$ cat config.mk
export PLATFORM = sky130hd
export DESIGN_NAME = fifo_drain_streamer
export DESIGN_NICKNAME = d
export VERILOG_FILES = /design/src/rtl/fifo_drain_pkg.sv /design/src/rtl/fifo_drain_skid.sv /design/src/rtl/fifo_drain_streamer.sv
export SDC_FILE = /design/constraint.sdc
export NUM_CORES = 1
export LEC_CHECK = 0
export ABC_AREA = 1
export CORE_ASPECT_RATIO = 0.6
export CORE_UTILIZATION = 50
export DETAILED_ROUTE_END_ITERATION = 10
export DONT_BUFFER_PORTS = 1
export PLACE_DENSITY = 0.66
export SLEW_MARGIN = 30
export SYNTH_ARGS = -nofsm -noshare
export SYNTH_HDL_FRONTEND = slang
export SYNTH_SLANG_ARGS = --single-unit
$ cat constraint.sdc
create_clock -name clock -period 15.1 [get_ports clock]
set_input_delay 3.02 -clock clock [delete_from_list [all_inputs] [get_ports clock]]
set_output_delay 3.02 -clock clock [all_outputs]
set_load 0.02 [all_outputs]
$ cat src/rtl/fifo_drain_pkg.sv
// Shared types and sizing for the FIFO drain streamer and its skid buffer.
package fifo_drain_pkg;

  typedef enum logic [1:0] {
    IDLE  = 2'd0,
    RUN   = 2'd1,
    FLUSH = 2'd2,
    DONE  = 2'd3
  } state_t;

  localparam int SKID_DEPTH = 4;
  localparam int SKID_ABITS = 2;

endpackage

$ cat src/rtl/fifo_drain_skid.sv
// Four-entry in-order stream buffer that absorbs the FIFO read latency.
// Each entry carries its data word and a last-word tag.
module fifo_drain_skid
  import fifo_drain_pkg::*;
#(
  parameter int DBITS = 64
) (
  input  logic                  clock,
  input  logic                  reset,
  input  logic                  push,
  input  logic [DBITS-1:0]      push_data,
  input  logic                  push_last,
  input  logic                  pop,
  output logic [SKID_ABITS:0]   occ,
  output logic                  head_valid,
  output logic [DBITS-1:0]      head_data,
  output logic                  head_last
);

  logic [DBITS-1:0]      mem      [SKID_DEPTH];
  logic                  last_mem [SKID_DEPTH];
  logic [SKID_ABITS-1:0] wr_ptr;
  logic [SKID_ABITS-1:0] rd_ptr;
  logic                  pop_ok;

  assign head_valid = (occ != '0);
  assign pop_ok     = pop & head_valid;
  assign head_data  = mem[rd_ptr];
  assign head_last  = last_mem[rd_ptr] & head_valid;

  always_ff @(posedge clock or posedge reset) begin
    if (reset) begin
      for (int i = 0; i < SKID_DEPTH; i++) begin
        mem[i]      <= '0;
        last_mem[i] <= 1'b0;
      end
      wr_ptr <= '0;
      rd_ptr <= '0;
      occ    <= '0;
    end else begin
      // Credit control upstream guarantees a push never lands on a full buffer.
      if (push) begin
        mem[wr_ptr]      <= push_data;
        last_mem[wr_ptr] <= push_last;
        wr_ptr           <= wr_ptr + 1'b1;
      end
      if (pop_ok) begin
        rd_ptr <= rd_ptr + 1'b1;
      end
      case ({push, pop_ok})
        2'b10:   occ <= occ + 1'b1;
        2'b01:   occ <= occ - 1'b1;
        default: occ <= occ;
      endcase
    end
  end

endmodule

$ cat src/rtl/fifo_drain_streamer.sv
// Drains a programmed number of words from a 1-cycle-latency FIFO onto a valid/ready stream.
// Optional empty-stall abort is enabled by defining FIFO_DRAIN_TIMEOUT_EN.
module fifo_drain_streamer
  import fifo_drain_pkg::*;
#(
  parameter int DBITS       = 64,
  parameter int LEN_BITS    = 16,
  parameter int TIMEOUT_CYC = 1024
) (
  input  logic                clock,
  input  logic                reset,
  input  logic                start,
  input  logic [LEN_BITS-1:0] burst_len,
  output logic                busy,
  output logic                done,
  output logic [LEN_BITS-1:0] words_sent,
  output logic                timeout,
  output logic                fifo_rd,
  input  logic                fifo_empty,
  input  logic [DBITS-1:0]    fifo_dout,
  output logic                m_valid,
  input  logic                m_ready,
  output logic [DBITS-1:0]    m_data,
  output logic                m_last,
  output state_t              fsm_state
);

  // Stream handshake: a word transfers on every cycle with m_valid & m_ready;
  // while m_valid is high and m_ready low, m_data and m_last do not change.

  state_t                state;
  logic [LEN_BITS-1:0]   len;
  logic [LEN_BITS-1:0]   issued;
  logic                  inflight;
  logic                  inflight_last;
  logic [SKID_ABITS:0]   occ;
  logic [SKID_ABITS+1:0] fill;
  logic                  credit_ok;
  logic                  hs;
  logic                  drain_empty;
  logic                  stall_hit;

  assign fsm_state   = state;
  assign fill        = {1'b0, occ} + {{(SKID_ABITS+1){1'b0}}, inflight};
  assign credit_ok   = (fill < (SKID_ABITS+2)'(SKID_DEPTH));
  assign fifo_rd     = (state == RUN) & ~fifo_empty & (issued < len) & credit_ok;
  assign hs          = m_valid & m_ready;
  // Buffer plus in-flight slot reach zero on this edge (covers the final pop).
  assign drain_empty = (fill == {{(SKID_ABITS+1){1'b0}}, hs});

`ifdef FIFO_DRAIN_TIMEOUT_EN
  localparam int SBITS = $clog2(TIMEOUT_CYC + 1);
  logic [SBITS-1:0] stall_cnt;
  logic             stall_inc;

  assign stall_inc = (state == RUN) & fifo_empty & (issued < len);
  assign stall_hit = stall_inc & (stall_cnt == SBITS'(TIMEOUT_CYC - 1));

  always_ff @(posedge clock or posedge reset) begin
    if (reset) begin
      stall_cnt <= '0;
    end else if ((state != RUN) || fifo_rd) begin
      stall_cnt <= '0;
    end else if (stall_inc) begin
      stall_cnt <= stall_cnt + 1'b1;
    end
  end
`else
  logic unused_timeout_cfg;
  assign unused_timeout_cfg = (TIMEOUT_CYC != 0);
  assign stall_hit          = 1'b0;
`endif

  always_ff @(posedge clock or posedge reset) begin
    if (reset) begin
      state         <= IDLE;
      len           <= '0;
      issued        <= '0;
      words_sent    <= '0;
      timeout       <= 1'b0;
      done          <= 1'b0;
      busy          <= 1'b0;
      inflight      <= 1'b0;
      inflight_last <= 1'b0;
    end else begin
      inflight <= fifo_rd;
      // Tag at issue time; an aborted burst never issues its final word.
      inflight_last <= fifo_rd & (issued == len - 1'b1);
      if (fifo_rd) issued <= issued + 1'b1;
      if (hs) words_sent <= words_sent + 1'b1;
      done <= 1'b0;
      case (state)
        IDLE: begin
          if (start) begin
            len        <= burst_len;
            issued     <= '0;
            words_sent <= '0;
            timeout    <= 1'b0;
            busy       <= 1'b1;
            state      <= RUN;
          end
        end
        RUN: begin
          if (stall_hit) begin
            timeout <= 1'b1;
            state   <= FLUSH;
          end else if (issued == len) begin
            state <= FLUSH;
          end
        end
        FLUSH: begin
          if (drain_empty) begin
            done  <= 1'b1;
            busy  <= 1'b0;
            state <= DONE;
          end
        end
        default: begin
          state <= IDLE;
        end
      endcase
    end
  end

  fifo_drain_skid #(.DBITS(DBITS)) u_skid (
    .clock      (clock),
    .reset      (reset),
    .push       (inflight),
    .push_data  (fifo_dout),
    .push_last  (inflight_last),
    .pop        (hs),
    .occ        (occ),
    .head_valid (m_valid),
    .head_data  (m_data),
    .head_last  (m_last)
  );

endmodule

After elaboration in Yosys (flattened, before gate mapping)
Cells that the tools add are included.
{"block": "totals", "wordCells": 88, "ff_bits": 321}
{"block": "op_classes", "n_reduce_logical": 8, "n_eq_ne": 10, "n_bitwise": 10, "add_sub_neg": 8, "n_lt_le_gt_ge": 5, "n_mux": 28}
{"cell": "$bwmux W256", "count": 1}
{"cell": "$mux W64", "count": 3}
{"cell": "$bmux W64 S2", "count": 1}
{"cell": "$demux W64 S2", "count": 1}
{"cell": "$mux W16", "count": 6}
{"cell": "$add A16 B1 Y16 const B", "count": 2}
{"cell": "$eq A16 B16 Y1", "count": 2}
{"cell": "$lt A16 B16 Y1", "count": 1}
{"cell": "$sub A16 B1 Y16 const B", "count": 1}
{"cell": "$and A1 B1 Y1", "count": 7}
{"cell": "$mux W1", "count": 7}
{"cell": "$ge A3 B3 Y1 const B", "count": 2}
{"cell": "$mux W2", "count": 3}
{"cell": "$not A2 Y3", "count": 2}
{"cell": "$pmux W2 S3", "count": 1}
{"cell": "$pmux W3 S2", "count": 1}
{"cell": "$reduce_and A3 Y1", "count": 2}
{"cell": "$add A2 B1 Y2 const B", "count": 2}
{"cell": "$add A3 B1 Y4", "count": 1}
{"cell": "$bwmux W4", "count": 1}
{"cell": "$eq A2 B1 Y1 const B", "count": 2}
{"cell": "$eq A2 B2 Y1 const B", "count": 2}
{"cell": "$eq A4 B1 Y1", "count": 1}
{"cell": "$lt A4 B3 Y1 const B", "count": 1}
{"cell": "other kinds (14)", "count": 16}

Depth between registers and ports, before layout
{"block": "depth", "depth_word": 7, "ltp_mapped": 14}

Hierarchy
Synthesis repeated with hierarchy kept, for this count alone.
{"block": "hier_totals", "cells_unflattened": 1933, "area_unflattened_um2": 15720.1}
{"module": "fifo_drain_skid", "cells_per_inst": 1391, "instances": 1, "area_per_inst_um2": 11933.9}
{"module": "fifo_drain_streamer", "cells_per_inst": 542, "instances": 1, "area_per_inst_um2": 3786.1}

Worst setup path after synthesis
OpenSTA, ideal clock, no wires.
{"block": "synth_timing", "kind": "input to output", "start": "in fifo_empty", "end": "out fifo_rd", "slack_ns": 8.168, "t_arrival_ns": 3.912, "cell_stages": 5, "required_time_ns": 12.080, "path_cell_list": "nor3b_2 -> nand4_1 -> nor2_4 -> nand3_4 -> inv_1"}
{"block": "synth_via", "elab_chain_len": 4}
{"item": "start, declared", "line_no": "fifo_drain_streamer.sv:19", "text": "input logic fifo_empty,"}
{"item": "$not A1 Y1", "line_no": "fifo_drain_streamer.sv:46", "text": "assign fifo_rd = (state == RUN) & ~fifo_empty & (issued < len) & credit_ok;"}
{"item": "$and A1 B1 Y1 (3 in series)", "line_no": "fifo_drain_streamer.sv:46"}
{"item": "end, declared", "line_no": "fifo_drain_streamer.sv:18", "text": "output logic fifo_rd,"}
Every way passes these cells.

Final worst setup path
Same ends and word-level chain as after synthesis.

==> impl_metrics.env <==
export IMPL_ys_types=40
export IMPL_grt_antenna_before_repair=1
export IMPL_p_per_area_nw_per_um2=211
export IMPL_design_core_area_um2=29200
export IMPL_holdPathEnd="u_skid.mem[110]"
export IMPL_stdcell_area_um2=16400
export IMPL_dieArea_um2=31000
export IMPL_rr_startpoint="fsm_state[0]"
export IMPL_cp_cell_sequence="nor3b_2 > nand4_1 > nor2_4 > nand3_4 > inv_1"
export IMPL_clockBufferDepth=3
export IMPL_min_path_cells=2
export IMPL_ant_nets=0
export IMPL_synthCells=1845
export IMPL_area_growth_pct=8.34
export IMPL_cts_root_buffer="clkbuf_16"
export IMPL_io_buffers=0
export IMPL_r2r_cells=7
export IMPL_start_util_pct=51.8
export IMPL_vias_per_cell=5.47
export IMPL_cts_resized=0
export IMPL_setup_tns_ps=0
export IMPL_drv_cap=0
export IMPL_synth_area_um2=15100
export IMPL_power_leakage_nw=8.03
export IMPL_cp_slowest_cell="inv_1"
export IMPL_final_cells=2205
export IMPL_drt_initial_drc_count=1231
export IMPL_cp_end_kind="output port"
export IMPL_r2r_slack_ps=12420
export IMPL_report_final_slew_viol_count=0
export IMPL_first_global_vias=11200
export IMPL_hpwl_um=23900
export IMPL_placed_area_um2=15400
export IMPL_cts_tree="built"
export IMPL_crit_fanout=15
export IMPL_synth_async_reset_ratio_pct=100
export IMPL_min_period_ps=7250
export IMPL_finalHoldViolCount=0
export IMPL_syn_avg_cell_area_um2=8.21
export IMPL_totalWireLength_um=37800
export IMPL_setup_viol=0
export IMPL_num_vias=12100
export IMPL_required_ps=12080
export IMPL_rsz0062_at_grt="false"
export IMPL_worstPathArrival_ps=4230
export IMPL_firstDrtPassIters=5
export IMPL_grt_max_degree=142
export IMPL_die_w_um=227
export IMPL_yosysSeqAreaShare_pct=53.0
export IMPL_min_from="u_skid.mem[110]"
export IMPL_drc=0
export IMPL_clkLatencyLatePin_ps=560
export IMPL_whs_ps=481
export IMPL_synth_nets=1960
export IMPL_fin_nets=1895
export IMPL_status="finished clean"
export IMPL_htree_levels=1
export IMPL_tightest_slew_ps=903
export IMPL_criticalPathCategory="input pin to output port"
export IMPL_grt_util_all_layers_pct=24.7
export IMPL_cp_slowest_stage_delay_ps=390
export IMPL_power_mw=3.46
export IMPL_fillers=2689
export IMPL_cts_sinks=321
export IMPL_die_h_um=137
export IMPL_numCtsBuffers=30
export IMPL_synth_ff_type="dfrtp_1"
export IMPL_multiInputGateArea_um2=6080
export IMPL_seqCellArea_um2=8040
export IMPL_max_freq_ghz=0.138
export IMPL_finalCritPeriodShare_pct=48.0
export IMPL_routabilityCongestion=0.911
export IMPL_rows=48
export IMPL_relSlewSlack_pct=39.3
export IMPL_clk_pin_slew_ps=60
export IMPL_wl_per_cell_um=17.1
export IMPL_min_path_type="flip-flop to flip-flop"
export IMPL_cts_hold_buffers_added=0
export IMPL_grt_pass1_wl_um=60800
export IMPL_irDropWorstVdd_uv=103
export IMPL_drive_gt1_share_pct=4.77
export IMPL_overflow=0
export IMPL_setup_worst_path_start_class="input pin"
export IMPL_ys_ff_latch=321
export IMPL_synth_edff_count=0
export IMPL_post_cts_buffers=0
export IMPL_placedCellCount=2148
export IMPL_io_pins=173
export IMPL_finClkSkew_ps=9.96
export IMPL_ys_warn_count=0
export IMPL_r2r_end="len[14]"
-- logic make-up after synthesis --
family	after synthesis	synth area share [%]
and+or+nand+nor	664	17.7
AOI/OAI and AO/OA	520	17.8
DFF	321	53.0
buffers and inverters	276	7.01
xor gates and xnor gates	33	1.91
adders and majority gates	30	2.53
other	1	0.0248
-- critical path, delay by kind of cell --
kind          cells  cell delay (ps)
buf+inv           1              390
simple gates      4              810
-- worst max path at each step --
| stage | start | slack, ps | to |
|---|---|---|---|
| after floorplan | reset | 3200 | busy |
| after global placement | fifo_empty | 7920 | fifo_rd |
| after detailed placement | fifo_empty | 7870 | fifo_rd |
| after CTS | fifo_empty | 7860 | fifo_rd |
| after global routing | fifo_empty | 7740 | fifo_rd |
| final | fifo_empty | 7850 | fifo_rd |
-- final cells by class --
| type | count | share of cell area [%] |
|---|---|---|
| inverters | 168 | 3.90 |
| multi-input cells | 1248 | 37.1 |
| clock inverters | 14 | 1.10 |
| well taps | 400 | 3.05 |
| repair buffers | 11 | 0.602 |
| clock buffers | 42 | 5.28 |
| flip-flops and latches | 321 | 49.0 |
| diodes | 1 | 0.0153 |
-- where the power goes --
group / switching (mW) / internal [mW] / total [mW]
logic: 0.887 / 0.361 / 1.25
clock network: 0.331 / 0.469 / 0.801
registers: 0.234 / 1.18 / 1.42
total: 1.45 / 2.01 / 3.46
-- Yosys cell counts (2+ instances only) --
| cell type | number | area [um^2] |
|---|---|---|
| a21oi_1 | 22 | 110 |
| ha_1 | 29 | 363 |
| buf_6 | 2 | 22.5 |
| nor3_2 | 3 | 30.0 |
| nor3_1 | 7 | 35.0 |
| xnor2_1 | 8 | 70.1 |
| nand4_1 | 18 | 113 |
| buf_1 | 16 | 60.1 |
| o21ai_0 | 428 | 2140 |
| nand3_1 | 32 | 160 |
| o22ai_1 | 64 | 400 |
| clkbuf_1 | 83 | 312 |
| nand2_1 | 397 | 1490 |
| nor2_2 | 2 | 12.5 |
| nand2_2 | 3 | 18.8 |
| inv_1 | 166 | 623 |
| nor2_1 | 194 | 728 |
| dfrtp_1 | 321 | 8030 |
| xor2_1 | 25 | 219 |
| buf_2 | 5 | 25.0 |
-- flip-flops by register name (all words and copies together), names as in the netlist --
name	flops
words_sent	16
u_skid.wr_ptr	2
busy	1
u_skid.last_mem	4
len	16
fsm_state	2
inflight_last	1
u_skid.mem	256
u_skid.occ	3
u_skid.rd_ptr	2
done	1
issued	16
inflight	1
-- through the flow --
step	setup slack, ps	util, %
after CTS	7860	56.1
after global routing	7740	56.1
after detailed placement	7870	52.5
after floorplan	3200	-
after global placement	7920	52.5
final	7850	56.1
-- placed cells by master, fill, tap and decap left out, types with 2 or more instances in the layout --
cell,count
nor3_1,7
clkinv_2,7
xnor2_1,8
nor2_2,2
clkbuf_1,6
o21ai_0,428
nand2_2,3
nand3_1,32
buf_4,9
a21oi_1,22
bufinv_16,4
nand2_1,393
ha_1,29
nand2_4,4
nor2_1,194
nand4_1,18
inv_1,163
clkbuf_8,5
nor3_2,3
o22ai_1,64
clkinv_4,2
dfrtp_1,319
clkbuf_16,31
xor2_1,25
inv_2,2
-- per-layer routing --
| metal | global-route usage, % | share of wire [%] |
|---|---|---|
| met1 | 38.8 | 50 |
| met2 | 35.0 | 41 |
| met3 | 5.28 | 8.2 |
| met4 | 3.79 | 0.91 |
| met5 | 0 | 0 |
Power figures use the tool's default switching activity.
